<file path="config.mk">
export PLATFORM = sky130hd
export DESIGN_NAME = elevator_ctrl
export DESIGN_NICKNAME = d
export VERILOG_FILES = /design/src/rtl/elevator_ctrl.sv
export SDC_FILE = /design/constraint.sdc
export NUM_CORES = 1
export LEC_CHECK = 0
export CORE_MARGIN = 3
export CORE_UTILIZATION = 49
export CTS_CLUSTER_SIZE = 16
export DETAILED_ROUTE_END_ITERATION = 16
export GPL_TIMING_DRIVEN = 0
export PLACE_DENSITY = 0.77
export SYNTH_ARGS = -nofsm -noshare
export SYNTH_HDL_FRONTEND = slang
export SYNTH_SLANG_ARGS = --single-unit
</file>
<file path="constraint.sdc">
create_clock -name clk -period 3.32 [get_ports clk]
set_clock_uncertainty 0.05 [all_clocks]
set_input_delay 0.332 -clock clk [delete_from_list [all_inputs] [get_ports clk]]
set_output_delay 0.332 -clock clk [all_outputs]
set_load 0.02 [all_outputs]
</file>
<file path="src/rtl/elevator_ctrl.sv">
// Single-car collective (SCAN) elevator controller: latches hall/cabin calls, sweeps in one
// direction while calls remain ahead, and times floor-to-floor travel and door dwell in cycles.
module elevator_ctrl #(
  parameter int FLOORS     = 8,
  parameter int FW         = 3,
  parameter int TRAVEL_CYC = 16,
  parameter int DOOR_CYC   = 32
) (
  input  logic              clk,
  input  logic              rst_n,
  input  logic [FLOORS-1:0] hall_req,
  input  logic [FLOORS-1:0] car_req,
  output logic [FW-1:0]     floor_o,
  output logic [1:0]        dir_o,
  output logic              moving_o,
  output logic              door_open_o,
  output logic              busy_o,
  output logic [FLOORS-1:0] pending_o
);

  localparam logic [1:0] ST_IDLE  = 2'b00;
  localparam logic [1:0] ST_MOVE  = 2'b01;
  localparam logic [1:0] ST_DOOR  = 2'b10;
  localparam logic [1:0] DIR_NONE = 2'b00;
  localparam logic [1:0] DIR_UP   = 2'b01;
  localparam logic [1:0] DIR_DN   = 2'b10;

  localparam int TMAX = (TRAVEL_CYC > DOOR_CYC) ? TRAVEL_CYC : DOOR_CYC;
  localparam int TW   = $clog2(TMAX);
  localparam logic [TW-1:0] T_TRAVEL_END = TW'(TRAVEL_CYC - 1);
  localparam logic [TW-1:0] T_DOOR_END   = TW'(DOOR_CYC - 1);
  localparam logic [FW-1:0] TOP_FLOOR    = FW'(FLOORS - 1);

  function automatic logic calls_above(input logic [FLOORS-1:0] p, input logic [FW-1:0] f);
    logic r;
    r = 1'b0;
    for (int i = 0; i < FLOORS; i++) r = r | (p[i] & (i > int'(f)));
    return r;
  endfunction

  function automatic logic calls_below(input logic [FLOORS-1:0] p, input logic [FW-1:0] f);
    logic r;
    r = 1'b0;
    for (int i = 0; i < FLOORS; i++) r = r | (p[i] & (i < int'(f)));
    return r;
  endfunction

  function automatic logic call_at(input logic [FLOORS-1:0] p, input logic [FW-1:0] f);
    logic r;
    r = 1'b0;
    for (int i = 0; i < FLOORS; i++) r = r | (p[i] & (i == int'(f)));
    return r;
  endfunction

  function automatic logic [FLOORS-1:0] onehot(input logic [FW-1:0] f);
    logic [FLOORS-1:0] r;
    for (int i = 0; i < FLOORS; i++) r[i] = (i == int'(f));
    return r;
  endfunction

  // Keep sweeping the current way while calls remain ahead; a stopped car prefers up.
  function automatic logic [1:0] pick_dir(input logic [1:0] d, input logic ab, input logic be);
    logic [1:0] r;
    case (d)
      DIR_DN:  r = be ? DIR_DN : (ab ? DIR_UP : DIR_NONE);
      DIR_UP:  r = ab ? DIR_UP : (be ? DIR_DN : DIR_NONE);
      default: r = ab ? DIR_UP : (be ? DIR_DN : DIR_NONE);
    endcase
    return r;
  endfunction

  logic [1:0]        state_r, state_s;
  logic [FW-1:0]     floor_r, floor_s, nf_s;
  logic [1:0]        dir_r, dir_s, pick_s;
  logic [TW-1:0]     timer_r, timer_s;
  logic [FLOORS-1:0] pending_r, pend_s, req_s, clr_s;
  logic              moving_r, door_r, busy_r;

  // Next-state decisions, all taken on pend_s so a call is seen at the edge it arrives.
  always_comb begin
    req_s   = hall_req | car_req;
    pend_s  = pending_r | req_s;
    state_s = state_r;
    floor_s = floor_r;
    dir_s   = dir_r;
    timer_s = timer_r;
    clr_s   = '0;
    nf_s    = floor_r;
    pick_s  = DIR_NONE;
    case (state_r)
      ST_IDLE: begin
        timer_s = '0;
        if (call_at(pend_s, floor_r)) begin
          state_s = ST_DOOR;
          clr_s   = onehot(floor_r);
        end else begin
          pick_s  = pick_dir(DIR_NONE, calls_above(pend_s, floor_r), calls_below(pend_s, floor_r));
          dir_s   = pick_s;
          state_s = (pick_s == DIR_NONE) ? ST_IDLE : ST_MOVE;
        end
      end
      ST_MOVE: begin
        if (timer_r != T_TRAVEL_END) begin
          timer_s = timer_r + TW'(1);
        end else begin
          timer_s = '0;
          if (dir_r == DIR_UP && floor_r != TOP_FLOOR) begin
            nf_s = floor_r + FW'(1);
          end else if (dir_r == DIR_DN && floor_r != '0) begin
            nf_s = floor_r - FW'(1);
          end else begin
            nf_s = floor_r;
          end
          floor_s = nf_s;
          if (call_at(pend_s, nf_s)) begin
            state_s = ST_DOOR;
            clr_s   = onehot(nf_s);
          end else begin
            pick_s  = pick_dir(dir_r, calls_above(pend_s, nf_s), calls_below(pend_s, nf_s));
            dir_s   = pick_s;
            state_s = (pick_s == DIR_NONE) ? ST_IDLE : ST_MOVE;
          end
        end
      end
      ST_DOOR: begin
        clr_s = onehot(floor_r);
        if (call_at(req_s, floor_r)) begin
          timer_s = '0;
        end else if (timer_r != T_DOOR_END) begin
          timer_s = timer_r + TW'(1);
        end else begin
          timer_s = '0;
          pick_s  = pick_dir(dir_r, calls_above(pend_s, floor_r), calls_below(pend_s, floor_r));
          dir_s   = pick_s;
          state_s = (pick_s == DIR_NONE) ? ST_IDLE : ST_MOVE;
        end
      end
      default: begin
        state_s = ST_IDLE;
        dir_s   = DIR_NONE;
        timer_s = '0;
      end
    endcase
  end

  // State, position, call register and registered status flags.
  always_ff @(posedge clk or negedge rst_n) begin
    if (!rst_n) begin
      state_r   <= ST_IDLE;
      floor_r   <= '0;
      dir_r     <= DIR_NONE;
      timer_r   <= '0;
      pending_r <= '0;
      moving_r  <= 1'b0;
      door_r    <= 1'b0;
      busy_r    <= 1'b0;
    end else begin
      state_r   <= state_s;
      floor_r   <= floor_s;
      dir_r     <= dir_s;
      timer_r   <= timer_s;
      pending_r <= pend_s & ~clr_s;
      moving_r  <= (state_s == ST_MOVE);
      door_r    <= (state_s == ST_DOOR);
      busy_r    <= (state_s != ST_IDLE);
    end
  end

  assign floor_o     = floor_r;
  assign dir_o       = dir_r;
  assign moving_o    = moving_r;
  assign door_open_o = door_r;
  assign busy_o      = busy_r;
  assign pending_o   = pending_r;

endmodule

</file>
==> impl_metrics.json, run 1 <==
{
  "outcome": "finished, final reports clean",
  "cts_tree": "done",
  "place_hpwl_um": 4490,
  "io-pin-count": 34,
  "power_density_mw_per_mm2": 210,
  "cts-root-buf": "clkbuf_8",
  "syn_area_per_cell_um2": 8.51,
  "wire_per_inst_um": 17.8,
  "synth_nets": 277,
  "worstRegToRegCells": 11,
  "yosys_warnings": 0,
  "end_kind": "flop",
  "setup_viol": 0,
  "r2r-start": "floor_o[1]",
  "drt-initial-drc-count": 293,
  "hold_class": "flop to flop",
  "hold_start": "timer_r[0]",
  "cts_max_level": 1,
  "leakage_nw": 0.991,
  "clkLatencyLatePin_ns": 0.27,
  "critPathLaunch": "floor_o[1]",
  "yosys_register_bits": 23,
  "crit_type": "flop to flop",
  "core_area_mm2": 0.00406,
  "dp_slack_ns": -0.329,
  "final_common_cell": "clkdlybuf4s50_1",
  "fp.dieH_um": 71.2,
  "grt_usage_pct": 24.5,
  "layout.nets": 315,
  "cp_max_fo": 9,
  "seq_area_frac_synth_pct": 27.6,
  "firstDrtPassIters": 5,
  "grt_pass1_wl_um": 9820,
  "drc": 0,
  "worst_ir_drop_vdd_v": 0.000231,
  "num_rows": 23,
  "final_cell_mix": "33 x clkdlybuf4s50_1, 29 x nor2_1, 23 x dfrtp_1, 19 x nand2_1, 18 x o21ai_0",
  "worstSetupStartpointType": "flop",
  "finalCritPeriodShare_pct": 94.8,
  "hold_buffers": 0,
  "area_delta_synth_final_pct": 22.2,
  "routed_wl_um": 5910,
  "post_synth_num_cell_types": 64,
  "synth_edf_count": 0,
  "syn_area_mm2": 0.00208,
  "reg2reg_to": "door_open_o",
  "hold_violations": 0,
  "relSlewSlack_pct": 29.0,
  "postCtsSetupBuffers": 0,
  "initial_core_util_pct": 51.4,
  "worstPathArrival_ns": 3.30,
  "vias": 2113,
  "cts_made_buffers": 3,
  "grt_pass1_vias": 2015,
  "fill_cells": 373,
  "max_cap_viol_count": 0,
  "grt_overflow": 0,
  "diodes": 0,
  "dieWidth_um": 71.2,
  "rsz0062_at_grt": "no",
  "cts_sinks": 23,
  "hold_end": "timer_r[0]",
  "max_freq_mhz": 318,
  "setup_ws_ns": 0.173,
  "port-buffer-count": 33,
  "fin_crit_ns": 3.15,
  "ys.flop_type": "dfrtp_1",
  "rrSetupSlack_ns": 0.17,
  "ant_nets": 0,
  "holdPathStages": 1,
  "clk_pin_slew_ns": 0.09,
  "antenna_found_initial": 0,
  "tightest_slew_ns": 1.06,
  "syn_inst": 245,
  "power_mw": 0.534,
  "die-area_mm2": 0.00507,
  "vias_per_cell": 6.36,
  "cp.required_ns": 3.48,
  "grt_max_degree": 24,
  "drive_gt1_share_pct": 8.87,
  "maxSlewViolCount": 0,
  "synthArstFlopShare_pct": 100,
  "gp_congestion": 0.986,
  "cts_buffer_depth": 2
}
per-stage QoR:
step	instance area, um^2	TNS, ns	hold slack, ns	utilization [%]	instances
finish	2550	0	0.424	62.8	332
CTS	2530	0	0.428	62.3	332
detailed placement	2480	-1.72	0.416	61.1	328
global route	2550	0	0.452	62.8	332
global placement	2480	-1.44	0.402	61.1	328
floorplan	2080	0	-0.0136	-	245
synthesized netlist by cell type (3+ instances only):
library cell / number / share of area, %
buf_2: 3 / 0.72
xnor2_1: 3 / 1.3
a221oi_1: 6 / 2.5
o21ai_1: 3 / 0.72
nor4_1: 5 / 1.5
a21oi_1: 10 / 2.4
clkbuf_1: 6 / 1.1
a211o_1: 3 / 1.3
a22oi_1: 4 / 1.4
a211oi_1: 5 / 1.8
ha_1: 14 / 8.4
o21ai_0: 18 / 4.3
dfrtp_1: 23 / 28
or3_1: 5 / 1.5
a21o_1: 3 / 1.1
and2_1: 4 / 1.2
inv_1: 11 / 2.0
nor3_1: 13 / 3.1
nor2_1: 29 / 5.2
a31oi_1: 3 / 0.90
o211ai_1: 3 / 1.1
nand2_1: 19 / 3.4
mux2i_1: 5 / 2.4
worst max path at each step:
stage                     slack, ns          end
final                          0.17  door_open_o
after global routing           0.03  door_open_o
after CTS                     0.008     dir_o[1]
after detailed placement      -0.33  door_open_o
after global placement        -0.28  door_open_o
after floorplan                0.02  door_open_o
flip-flops by register name, summed over array words and instances, names as in the netlist:
name	count
floor_o	3
moving_o	1
busy_o	1
dir_o	2
timer_r	5
pending_o	8
state_r	2
door_open_o	1
routing by layer:
metal / GRT usage [%] / part of all wire, % / routed length [um] / vias up
met3: 2.66 / 7.4 / 437 / 12
met4: 7.10 / 1.9 / 112 / 0
met5: 0 / 0 / 0 / -
met1: 35.3 / 44 / 2610 / 990
li1: - / - / - / 997
met2: 39.0 / 46 / 2740 / 114
cell families after synthesis:
logic type / synth area share (%)
multiplexers: 2.40
AO/OA/AOI/OAI: 31.6
flip-flops: 27.6
XOR/XNOR: 3.00
AND/OR/NAND/NOR: 23.0
buffers and inverters: 3.96
adder cells (fa/ha/maj): 8.40
worst max-delay path, stage by stage, from the launching register on:
cell and delay [ns]:
dfrtp_1 0.43, clkbuf_2 0.25, inv_1 0.15, ha_4 0.22
nor2b_4 0.14, or3_4 0.36, a31o_4 0.29, a211oi_4 0.26
o311ai_1 0.12, a211o_1 0.36, o2111ai_2 0.22, and4bb_1 0.23
repair_timing:
action | in CTS | in global routing
gates resized for setup | 2 | 6
cloned | 0 | 0
endpoints found under the setup margin | 9 | 7
pin swaps | 1 | 1
cell type report:
class	count	area [um^2]	share of cell area [%]
multi-input combinational	201	1440	56.7
sequential	23	576	22.6
timing repair buffer	33	330	13.0
tap	50	62.6	2.46
inverter	12	47.5	1.87
clock buffer	3	41.3	1.62
buffer	9	41.3	1.62
clock inverter	1	5.00	0.196
power breakdown:
group,internal (mW),leakage (nW),switching (mW)
Clock,0.0841,0.0255,0.0966
Sequential,0.282,0.267,0.00157
Combinational,0.0336,0.699,0.0367
Total,0.399,0.991,0.135
Note: power is estimated with default switching activity, not from simulation.
==> run 2: changes to the inputs <==
==> constraint.sdc (replaced) <==
create_clock -name clk -period 3.32 [get_ports clk]
set_clock_uncertainty 0.05 [all_clocks]
set_input_delay 0.332 -clock clk [delete_from_list [all_inputs] [get_ports clk]]
set_output_delay 0.332 -clock clk [all_outputs]
set_load 0.005 [all_outputs]
==> results of run 2 <==
The final DEF is identical to that of run 1. Status: finished, final reports clean.
Among the figures that moved: total power 0.534 mW -> 0.533 mW
==> run 3: changes to the inputs <==
--- a/config.mk
+++ b/config.mk
@@ -11,6 +11,7 @@
 export DETAILED_ROUTE_END_ITERATION = 16
 export GPL_TIMING_DRIVEN = 0
 export PLACE_DENSITY = 0.77
+export RECOVER_POWER = 50
 export SYNTH_ARGS = -nofsm -noshare
 export SYNTH_HDL_FRONTEND = slang
 export SYNTH_SLANG_ARGS = --single-unit
==> run 3 against run 2 <==
Design area unchanged. Setup slack worse by 0.012 ns. Global-route usage unchanged. Total power about the same. Critical path depth unchanged. Flip-flop and latch count unchanged.
==> impl_metrics.json, run 3 (same netlist as run 1, synthesis figures left out) <==
{
  "fin_crit_ns": 3.16,
  "cts_tree": "done",
  "hold_violations": 0,
  "cts_buffer_depth": 2,
  "dieWidth_um": 71.2,
  "cp_max_fo": 9,
  "setup_viol": 0,
  "dp_slack_ns": -0.329,
  "r2r-start": "floor_o[1]",
  "max_freq_mhz": 317,
  "hold_buffers": 0,
  "maxSlewViolCount": 0,
  "grt_max_degree": 24,
  "grt_pass1_vias": 2015,
  "final_common_cell": "nor2_1",
  "holdPathStages": 1,
  "firstDrtPassIters": 5,
  "cts-root-buf": "clkbuf_8",
  "drt-initial-drc-count": 260,
  "setup_ws_ns": 0.161,
  "critPathLaunch": "floor_o[1]",
  "hold_ws_ns": 0.424,
  "area_delta_synth_final_pct": 22.2,
  "outcome": "finished, final reports clean",
  "fp.dieH_um": 71.2,
  "gp_congestion": 0.986,
  "finalCritPeriodShare_pct": 95.1,
  "clkLatencyLatePin_ns": 0.27,
  "die-area_mm2": 0.00507,
  "worstSetupStartpointType": "flop",
  "port-buffer-count": 33,
  "switching_share_pct": 25.2,
  "drc": 0,
  "ant_nets": 0,
  "power_density_mw_per_mm2": 209,
  "worstRegToRegCells": 11,
  "vias": 2123,
  "fin_cells": 332,
  "wire_per_inst_um": 17.9,
  "worst_ir_drop_vdd_v": 0.000231,
  "cp.required_ns": 3.48,
  "core_area_mm2": 0.00406,
  "clk_pin_slew_ns": 0.09,
  "tightest_slew_ns": 1.09,
  "routed_wl_um": 5930,
  "largest_register_ffs": 8,
  "fill_cells": 373,
  "diodes": 0,
  "antenna_found_initial": 0,
  "cts_sinks": 23,
  "setup.worst_path.end": "door_open_o",
  "place_inst": 328,
  "end_kind": "flop",
  "rsz0062_at_grt": "no",
  "internal-power_mw": 0.399,
  "cts_made_buffers": 3,
  "drive_gt1_share_pct": 8.87,
  "seqPwrFrac_pct": 53.1,
  "max_cap_viol_count": 0,
  "place_hpwl_um": 4490,
  "grt_usage_pct": 24.5,
  "crit_type": "flop to flop",
  "vias_per_cell": 6.39,
  "layout.nets": 315,
  "initial_core_util_pct": 51.4,
  "pwr-share-comb_pct": 13.0,
  "power_frac_clock_pct": 33.9,
  "switching_power_mw": 0.134,
  "relSlewSlack_pct": 27.3,
  "hold_class": "flop to flop",
  "worstPathArrival_ns": 3.32,
  "reg2reg_to": "door_open_o",
  "num_rows": 23,
  "grt_overflow": 0,
  "leakage_nw": 0.980,
  "final_cell_mix": "29 x nor2_1, 24 x clkdlybuf4s50_1, 23 x dfrtp_1, 19 x nand2_1, 18 x o21ai_0",
  "rrSetupSlack_ns": 0.16,
  "cts_max_level": 1,
  "io-pin-count": 34,
  "grt_pass1_wl_um": 9820
}
-- run 3: cell count changes in the layout (fill, tap and decap cells not counted), sizes merged --
cell	delta
clkdlybuf4s50	-9
dlygate4sd3	+9
-- run 3: power groups by stage --
stage / registers (mW) / clock network (mW) / logic [mW]
6_report: 0.283 / 0.181 / 0.0693
3_3_place_gp: 0.289 / 0 / 0.0682
2_1_floorplan: 0.289 / 0 / 0.0302
5_1_grt: 0.284 / 0.195 / 0.0751
4_1_cts: 0.283 / 0.187 / 0.0697
3_5_place_dp: 0.289 / 0 / 0.0693
-- run 3: routing by layer --
metal	vias to the layer above	track usage (%)	share of wire (%)
li1	997	-	-
met3	18	2.66	6.9
met4	0	7.10	2.7
met2	110	39.0	46
met5	-	0	0
met1	998	35.3	44
-- run 3: timing repair --
action / CTS / global route
setup buffers: 0 / 0
pin swaps: 1 / 1
gates cloned: 0 / 0
setup endpoints to repair: 9 / 7
resized for setup: 2 / 6
-- run 3: how the worst min path moves through the flow --
stage / start / to / slack (ns)
2_1_floorplan: rst_n / busy_o / -0.01
3_3_place_gp: timer_r[0] / timer_r[0] / 0.40
3_5_place_dp: timer_r[0] / timer_r[0] / 0.42
4_1_cts: timer_r[0] / timer_r[0] / 0.43
5_1_grt: timer_r[0] / timer_r[0] / 0.45
6_report: timer_r[0] / timer_r[0] / 0.42
-- run 3: worst max-delay path: stages, from the launching register on --
cell       delay, ns
dfrtp_1         0.44
clkbuf_2        0.25
inv_1           0.15
ha_4            0.22
nor2b_4         0.14
or3_4           0.36
a31o_4          0.29
a211oi_4        0.26
o311ai_1        0.12
a211o_1         0.36
o2111ai_2       0.22
and4bb_1        0.23
-- run 3: cell type report --
| cell class | instances | area, um^2 | share of cell area (%) |
|---|---|---|---|
| flip-flops and latches | 23 | 576 | 22.6 |
| inverters | 12 | 47.5 | 1.87 |
| plain buffers | 9 | 41.3 | 1.62 |
| clock inverters | 1 | 5.00 | 0.196 |
| repair buffers | 33 | 330 | 13.0 |
| multi-input cells | 201 | 1440 | 56.7 |
| clock buffers | 3 | 41.3 | 1.62 |
| well taps | 50 | 62.6 | 2.46 |
-- run 3: stage by stage --
step           utilization [%]  total power, mW  area (um^2)  TNS (ns)
3_3_place_gp              61.1            0.357         2480     -1.44
6_report                  62.8            0.533         2550         0
5_1_grt                   62.8            0.554         2550         0
3_5_place_dp              61.1            0.358         2480     -1.72
4_1_cts                   62.3            0.540         2530         0
2_1_floorplan                -            0.319         2080         0
==> RTL change 1 (config.mk and constraints of run 1) <==
Add an input register stage for `hall_req` and `car_req`, without a reset; this delays them by one clock.
--- a/src/rtl/elevator_ctrl.sv
+++ b/src/rtl/elevator_ctrl.sv
@@ -30,6 +30,14 @@
   localparam logic [TW-1:0] T_TRAVEL_END = TW'(TRAVEL_CYC - 1);
   localparam logic [TW-1:0] T_DOOR_END   = TW'(DOOR_CYC - 1);
   localparam logic [FW-1:0] TOP_FLOOR    = FW'(FLOORS - 1);
+
+  logic [FLOORS-1:0] hall_req_q;
+  logic [FLOORS-1:0] car_req_q;
+
+  always_ff @(posedge clk) begin
+    hall_req_q <= hall_req;
+    car_req_q  <= car_req;
+  end
 
   function automatic logic calls_above(input logic [FLOORS-1:0] p, input logic [FW-1:0] f);
     logic r;
@@ -78,7 +86,7 @@
 
   // Next-state decisions, all taken on pend_s so a call is seen at the edge it arrives.
   always_comb begin
-    req_s   = hall_req | car_req;
+    req_s   = hall_req_q | car_req_q;
     pend_s  = pending_r | req_s;
     state_s = state_r;
     floor_s = floor_r;
Function: changed (a bounded check fails within 4 cycles, from zero or initial values and one cycle with rst_n low).
==> RTL change 1 against run 1 <==
- sequential share of layout area up 8.0 points
- largest cell class unchanged
- setup slack better by 0.013 ns
- cell count increased by 11%
- design area rose by 15%
- highest routed layer unchanged
- sequential cell count up 16
- die area is 14% higher
- routed wire length rose by 5.5%
- synthesized area is 15% higher
- critical path depth is the same
Power is not compared: it rests on default switching activity, and its combinational part moved more than twofold at a synthesized area within 25%.
==> RTL change 1: results (changes against run 1) <==
| Metric | Value |
|---|---|
| Num CTS Buffers | 5 (+2) |
| Global-route wire length before repair | 10400 um (+5.6%) |
| Worst EP arrival | 3.27 ns (-0.03 ns) |
| Internal power | roughly 990 uW |
| Largest net degree at the start of global routing | 24 (unchanged) |
| IO buf count | 33 (unchanged) |
| Yosys warns | 0 (unchanged) |
| Initial DRC Count | 181 (-38%) |
| M3 GR Usage | 4.61% (+1.9 points) |
| Antenna violations before repair | 0 (unchanged) |
| Seq/Total Area, Yosys | 37.3% (+9.6 points) |
| Async SR Flop Fraction | 59.0% (-41 points) |
| Fillers | 393 (+5.4%) |
| Final net count | 335 (+6.3%) |
| Overall Global Routing Usage | 22.5% (-2.0 points) |
| Gate Count Post-Synth | 261 (+6.5%) |
| Vias | 2214 (+4.8%) |
| Initial DRT Pass Iterations | 6 (+1) |
| # diodes | 0 (unchanged) |
| Most frequent cells after synthesis | 29 x nor2_1, 23 x dfrtp_1, 19 x nand2_1 |
| DRT Wirelength | 6230 um (+5.5%) |
| M2 GR Usage | 34.8% (-4.1 points) |
| VDD IR-drop max | between 0.3 and 0.4 mV |
| H-Tree Depth | 2 (+1) |
| DR WL/cell | 16.9 um (-5.1%) |
| Root Driver | clkbuf_8 |
| Synth top area cells | dfrtp_1 24%, dfxtp_1 13%, ha_1 7.3% |
| HP Class | reg2reg |
| Leakage | ~1.2 nW |
| Layout cells sized above 1 | 9.87% (+1.0 points) |
| Status | complete, no violations |
| Clock Path Buffers | 2 (unchanged) |
| Post-synth cell types | 65 (+1.6%) |
| Placed Cells | 359 (+9.5%) |
| Worst-Margin Slew | 1.07 ns (+0.00437 ns) |
| Clock-pin slew on the worst setup and hold paths | 0.08 ns |
| Clk_lat worst skew | 0.29 ns (+0.02 ns) |
| RD Place Congestion | 0.967 (-2.0%) |
| Post-Syn Nets | 293 (+5.8%) |
| Met1 Resource Use GR | 30.9% (-4.4 points) |
| CP Max Fanout | 10 (+1) |
| Detailed placement HPWL | 4720 um (+5.2%) |
-- RTL change 1: cell types whose count changed after synthesis --
cell,change
dfxtp_1,+16
-- RTL change 1: worst paths after layout --
| path | startpoint | endpoint | slack (ns) | cells past startpoint |
|---|---|---|---|---|
| min | timer_r[0] | timer_r[0] | 0.42 | 1 |
| max | floor_o[1] | door_open_o | 0.19 | 11 |
| min in group asynchronous | rst_n | state_r[1] | 0.56 | 1 |
| min reg2reg | timer_r[0] | timer_r[0] | 0.42 | 1 |
| max in group asynchronous | rst_n | pending_o[6] | 2.01 | 1 |
| max reg2reg | floor_o[1] | door_open_o | 0.19 | 11 |
-- RTL change 1: stage by stage --
step                      TNS [ns]  worst slack [ns]  cell area [um2]  utilization [%]
after CTS                        0           0.00372             2910             64.1
final                            0             0.186             2930             64.6
after floorplan                  0            0.0229             2400                -
after global placement       -1.62            -0.317             2820             62.1
after global routing             0            0.0151             2930             64.6
after detailed placement     -1.55            -0.285             2820             62.1
-- RTL change 1: routing by layer --
layer  wire [um]  share of wire [%]
met3         465                7.5
met4         153                2.5
met5           0                  0
met1        2810                 45
met2        2800                 45
-- RTL change 1: layout make-up --
class	count	area [um2]	share of cell area [%]
plain buffers	9	41.3	1.41
flip-flops and latches	39	896	30.6
repair buffers	35	345	11.8
multi-input cells	201	1430	48.8
inverters	12	47.5	1.62
clock inverters	3	18.8	0.641
clock buffers	5	68.8	2.35
well taps	65	81.3	2.78
-- RTL change 1: cell families (layout without fill, tap and decap cells) --
kind of cell	count (synthesis)	after routing	synth area share (%)
fa+ha+maj	14	14	7.28
flops	39	39	37.3
xor+xnor	5	5	2.60
compound gates	85	85	27.4
mux	5	5	2.08
buf+inv	21	64	3.43
simple gates	92	92	20.0
-- RTL change 1: worst max-delay path, cell delays in order, from the launching register on --
cell,delay [ns]
dfrtp_1,0.43
clkbuf_2,0.21
inv_1,0.16
ha_2,0.31
and2b_1,0.21
a221oi_1,0.30
a21oi_1,0.12
clkbuf_1,0.26
o31ai_1,0.38
a211o_1,0.22
o2111ai_2,0.14
and4bb_1,0.24
-- RTL change 1: timing repair --
item                       CTS  global route
gates cloned                 0             0
setup endpoints to repair    8             7
pin swaps                    1             2
buffers inserted             0             2
gates resized for setup      2             4
-- RTL change 1: power by group through the flow --
| stage | Sequential, mW | Combinational, mW | Clock (mW) |
|---|---|---|---|
| floorplan | 0.611 | 0.470 | 0 |
| global placement | 0.580 | 0.701 | 0 |
| detailed placement | 0.582 | 0.705 | 0 |
| CTS | 0.571 | 0.714 | 0.325 |
| global route | 0.581 | 0.804 | 0.352 |
| finish | 0.571 | 0.734 | 0.320 |
==> RTL change 2 (settings of run 1) <==
Without the edit above. The parameter `FLOORS` goes from 8 to 16.
--- a/src/rtl/elevator_ctrl.sv
+++ b/src/rtl/elevator_ctrl.sv
@@ -1,7 +1,7 @@
 // Single-car collective (SCAN) elevator controller: latches hall/cabin calls, sweeps in one
 // direction while calls remain ahead, and times floor-to-floor travel and door dwell in cycles.
 module elevator_ctrl #(
-  parameter int FLOORS     = 8,
+  parameter int FLOORS     = 16,
   parameter int FW         = 3,
   parameter int TRAVEL_CYC = 16,
   parameter int DOOR_CYC   = 32
Ports: changed (resized car_req, hall_req and pending_o); port bits go from 34 to 58. The function was not compared with the original's and may differ.
==> RTL change 2 against run 1 <==
- synthesized area grew 12%
- setup slack lost 0.065 ns
- critical endpoint is now pending_o[7]
- first-iteration DRC count shrank 27%
- sequential cell count grew 8
- largest cell class unchanged
- design area grew 24%
- routed wire length grew 9.6%
Power is not compared: it rests on default switching activity, and its combinational part moved more than twofold at a synthesized area within 25%.
==> RTL change 2: results (changes against run 1) <==
| Metric | Value |
|---|---|
| Status | complete, no violations |
| Clock Path Buffers | 2 (unchanged) |
| CP Max Fanout | 7 (-2) |
| Layout cells sized above 1 | 15.9% (+7.0 points) |
| Initial DRC Count | 214 (-27%) |
| RD Place Congestion | 0.990 (+0.38%) |
| Worst EP arrival | 3.31 ns (about the same) |
| CP max stage delay | ~0.44 ns |
| Num CTS Buffers | 5 (+2) |
| Vias in the first global route | 2114 (+4.9%) |
| Fillers | 367 (-1.6%) |
| Post-synth cell types | 62 (-3.1%) |
| Clk_lat worst skew | 0.29 ns (+0.02 ns) |
| Worst R2R Path Depth | 10 (-1) |
| HP Class | in2async |
| Slew HR | 44.4% (+15 points) |
| Root Driver | clkbuf_8 |
| Async SR Flop Fraction | 100% (unchanged) |
| Post-Syn Nets | 292 (+5.4%) |
| Max FFs per register | 16 (+8) |
| Crit-path slowest cell | dfrtp_2 |
| Vias/cell | 6.18 (-2.9%) |
| Dpl ws | -0.242 ns (+0.0869 ns) |
| Final net count | 363 (+15%) |
| Initial DRT Pass Iterations | 4 (-1) |
| Yosys warns | 0 (unchanged) |
| Placed Area | 2960 um2 (+20%) |
| # diodes | 0 (unchanged) |
| Antenna violations before repair | 0 (unchanged) |
| Net Switching | between 500 and 600 uW |
| Clock-pin slew on the worst setup and hold paths | ~0.080 ns |
| Detailed placement HPWL | 4890 um (+9.0%) |
| VDD IR-drop max | ~0.40 mV |
| Most frequent cells after synthesis | 31 x dfrtp_1, 21 x nor2_1, 17 x or3_1 |
| Synth top area cells | dfrtp_1 33%, ha_1 8.1%, or3_1 4.6% |
| Largest net degree at the start of global routing | 32 (+33%) |
| Global-route wire length before repair | 10500 um (+6.6%) |
| DR WL/cell | 17.6 um (-0.84%) |
| H-Tree Depth | 2 (+1) |
| Seq/Total Area, Yosys | 33.3% (+5.7 points) |
| Overall Global Routing Usage | 24.8% (+0.30 points) |
| Maxcap violations | 0 (unchanged) |
| IO buf count | 57 (+73%) |
| Leakage | around 1.2 nW |
-- RTL change 2: cell types whose count changed after synthesis, sizes merged, moves of 3 or more --
cell	run 1	this run
or3	6	17
dfrtp	23	31
nand2	19	12
nor2	29	22
o21ai	21	14
a211oi	7	11
nor3	14	18
o31ai	2	6
a211o	3	0
clkbuf	6	3
nor2b	3	0
-- RTL change 2: worst paths after layout --
check,from,endpoint,slack [ns]
setup / recovery,floor_o[0],pending_o[7],0.11
hold / removal,rst_n,state_r[0],0.04
setup reg to reg,floor_o[0],pending_o[7],0.11
hold reg to reg,timer_r[0],timer_r[0],0.41
max in group asynchronous,rst_n,floor_o[0],2.69
min in group clk,timer_r[0],timer_r[0],0.41
-- RTL change 2: logic make-up after synthesis --
kind of cell,Yosys count,share of synthesized area (%)
and+or+nand+nor,97,23.7
AOI/OAI and AO/OA,69,22.1
DFF,31,33.3
buffers and inverters,16,4.13
adders and majority gates,15,8.05
muxes,10,6.01
xor gates and xnor gates,5,2.68
-- RTL change 2: through the flow --
stage                     util [%]  std cells
after CTS                     69.5        362
final                         70.8        367
after global routing          70.8        367
after global placement        66.3        352
after detailed placement      66.2        352
after floorplan                  -        243
-- RTL change 2: area by class of cell --
cell class | count | share of cell area [%]
tap | 52 | 2.05
multi-input combinational | 196 | 46.7
buffer | 6 | 2.05
timing repair buffer | 64 | 19.5
clock inverter | 2 | 1.11
sequential | 31 | 24.5
inverter | 10 | 1.42
clock buffer | 6 | 2.61
-- RTL change 2: what timing repair did --
| action | 4_1_cts | 5_1_grt |
|---|---|---|
| resized for setup | 3 | 8 |
| pin swaps | 0 | 2 |
| setup buffers | 2 | 5 |
| hold endpoints to repair | 0 | 0 |
| endpoints found under the setup margin | 15 | 12 |
-- RTL change 2: routing by layer --
metal | GRT usage (%) | part of all wire, % | vias to the layer above
met5 | 0 | 0 | -
met2 | 37.1 | 45 | 112
met4 | 6.32 | 2.0 | 0
met3 | 4.94 | 8.6 | 14
li1 | - | - | 1065
met1 | 36.6 | 45 | 1076
-- RTL change 2: power groups by stage --
stage | clock network [mW] | registers (mW) | logic [mW]
6_report | 0.397 | 0.464 | 0.626
5_1_grt | 0.419 | 0.471 | 0.680
4_1_cts | 0.404 | 0.464 | 0.596
3_5_place_dp | 0 | 0.471 | 0.592
3_3_place_gp | 0 | 0.471 | 0.587
2_1_floorplan | 0 | 0.499 | 0.369
-- RTL change 2: worst max-delay path: cells and delay by family, from the launching register on --
family | cells | cell delay (ns)
AOI/OAI and AO/OA | 2 | 0.33
xor gates and xnor gates | 1 | 0.28
adders and majority gates | 2 | 0.48
DFF | 1 | 0.44
muxes | 2 | 0.63
and+or+nand+nor | 3 | 0.85
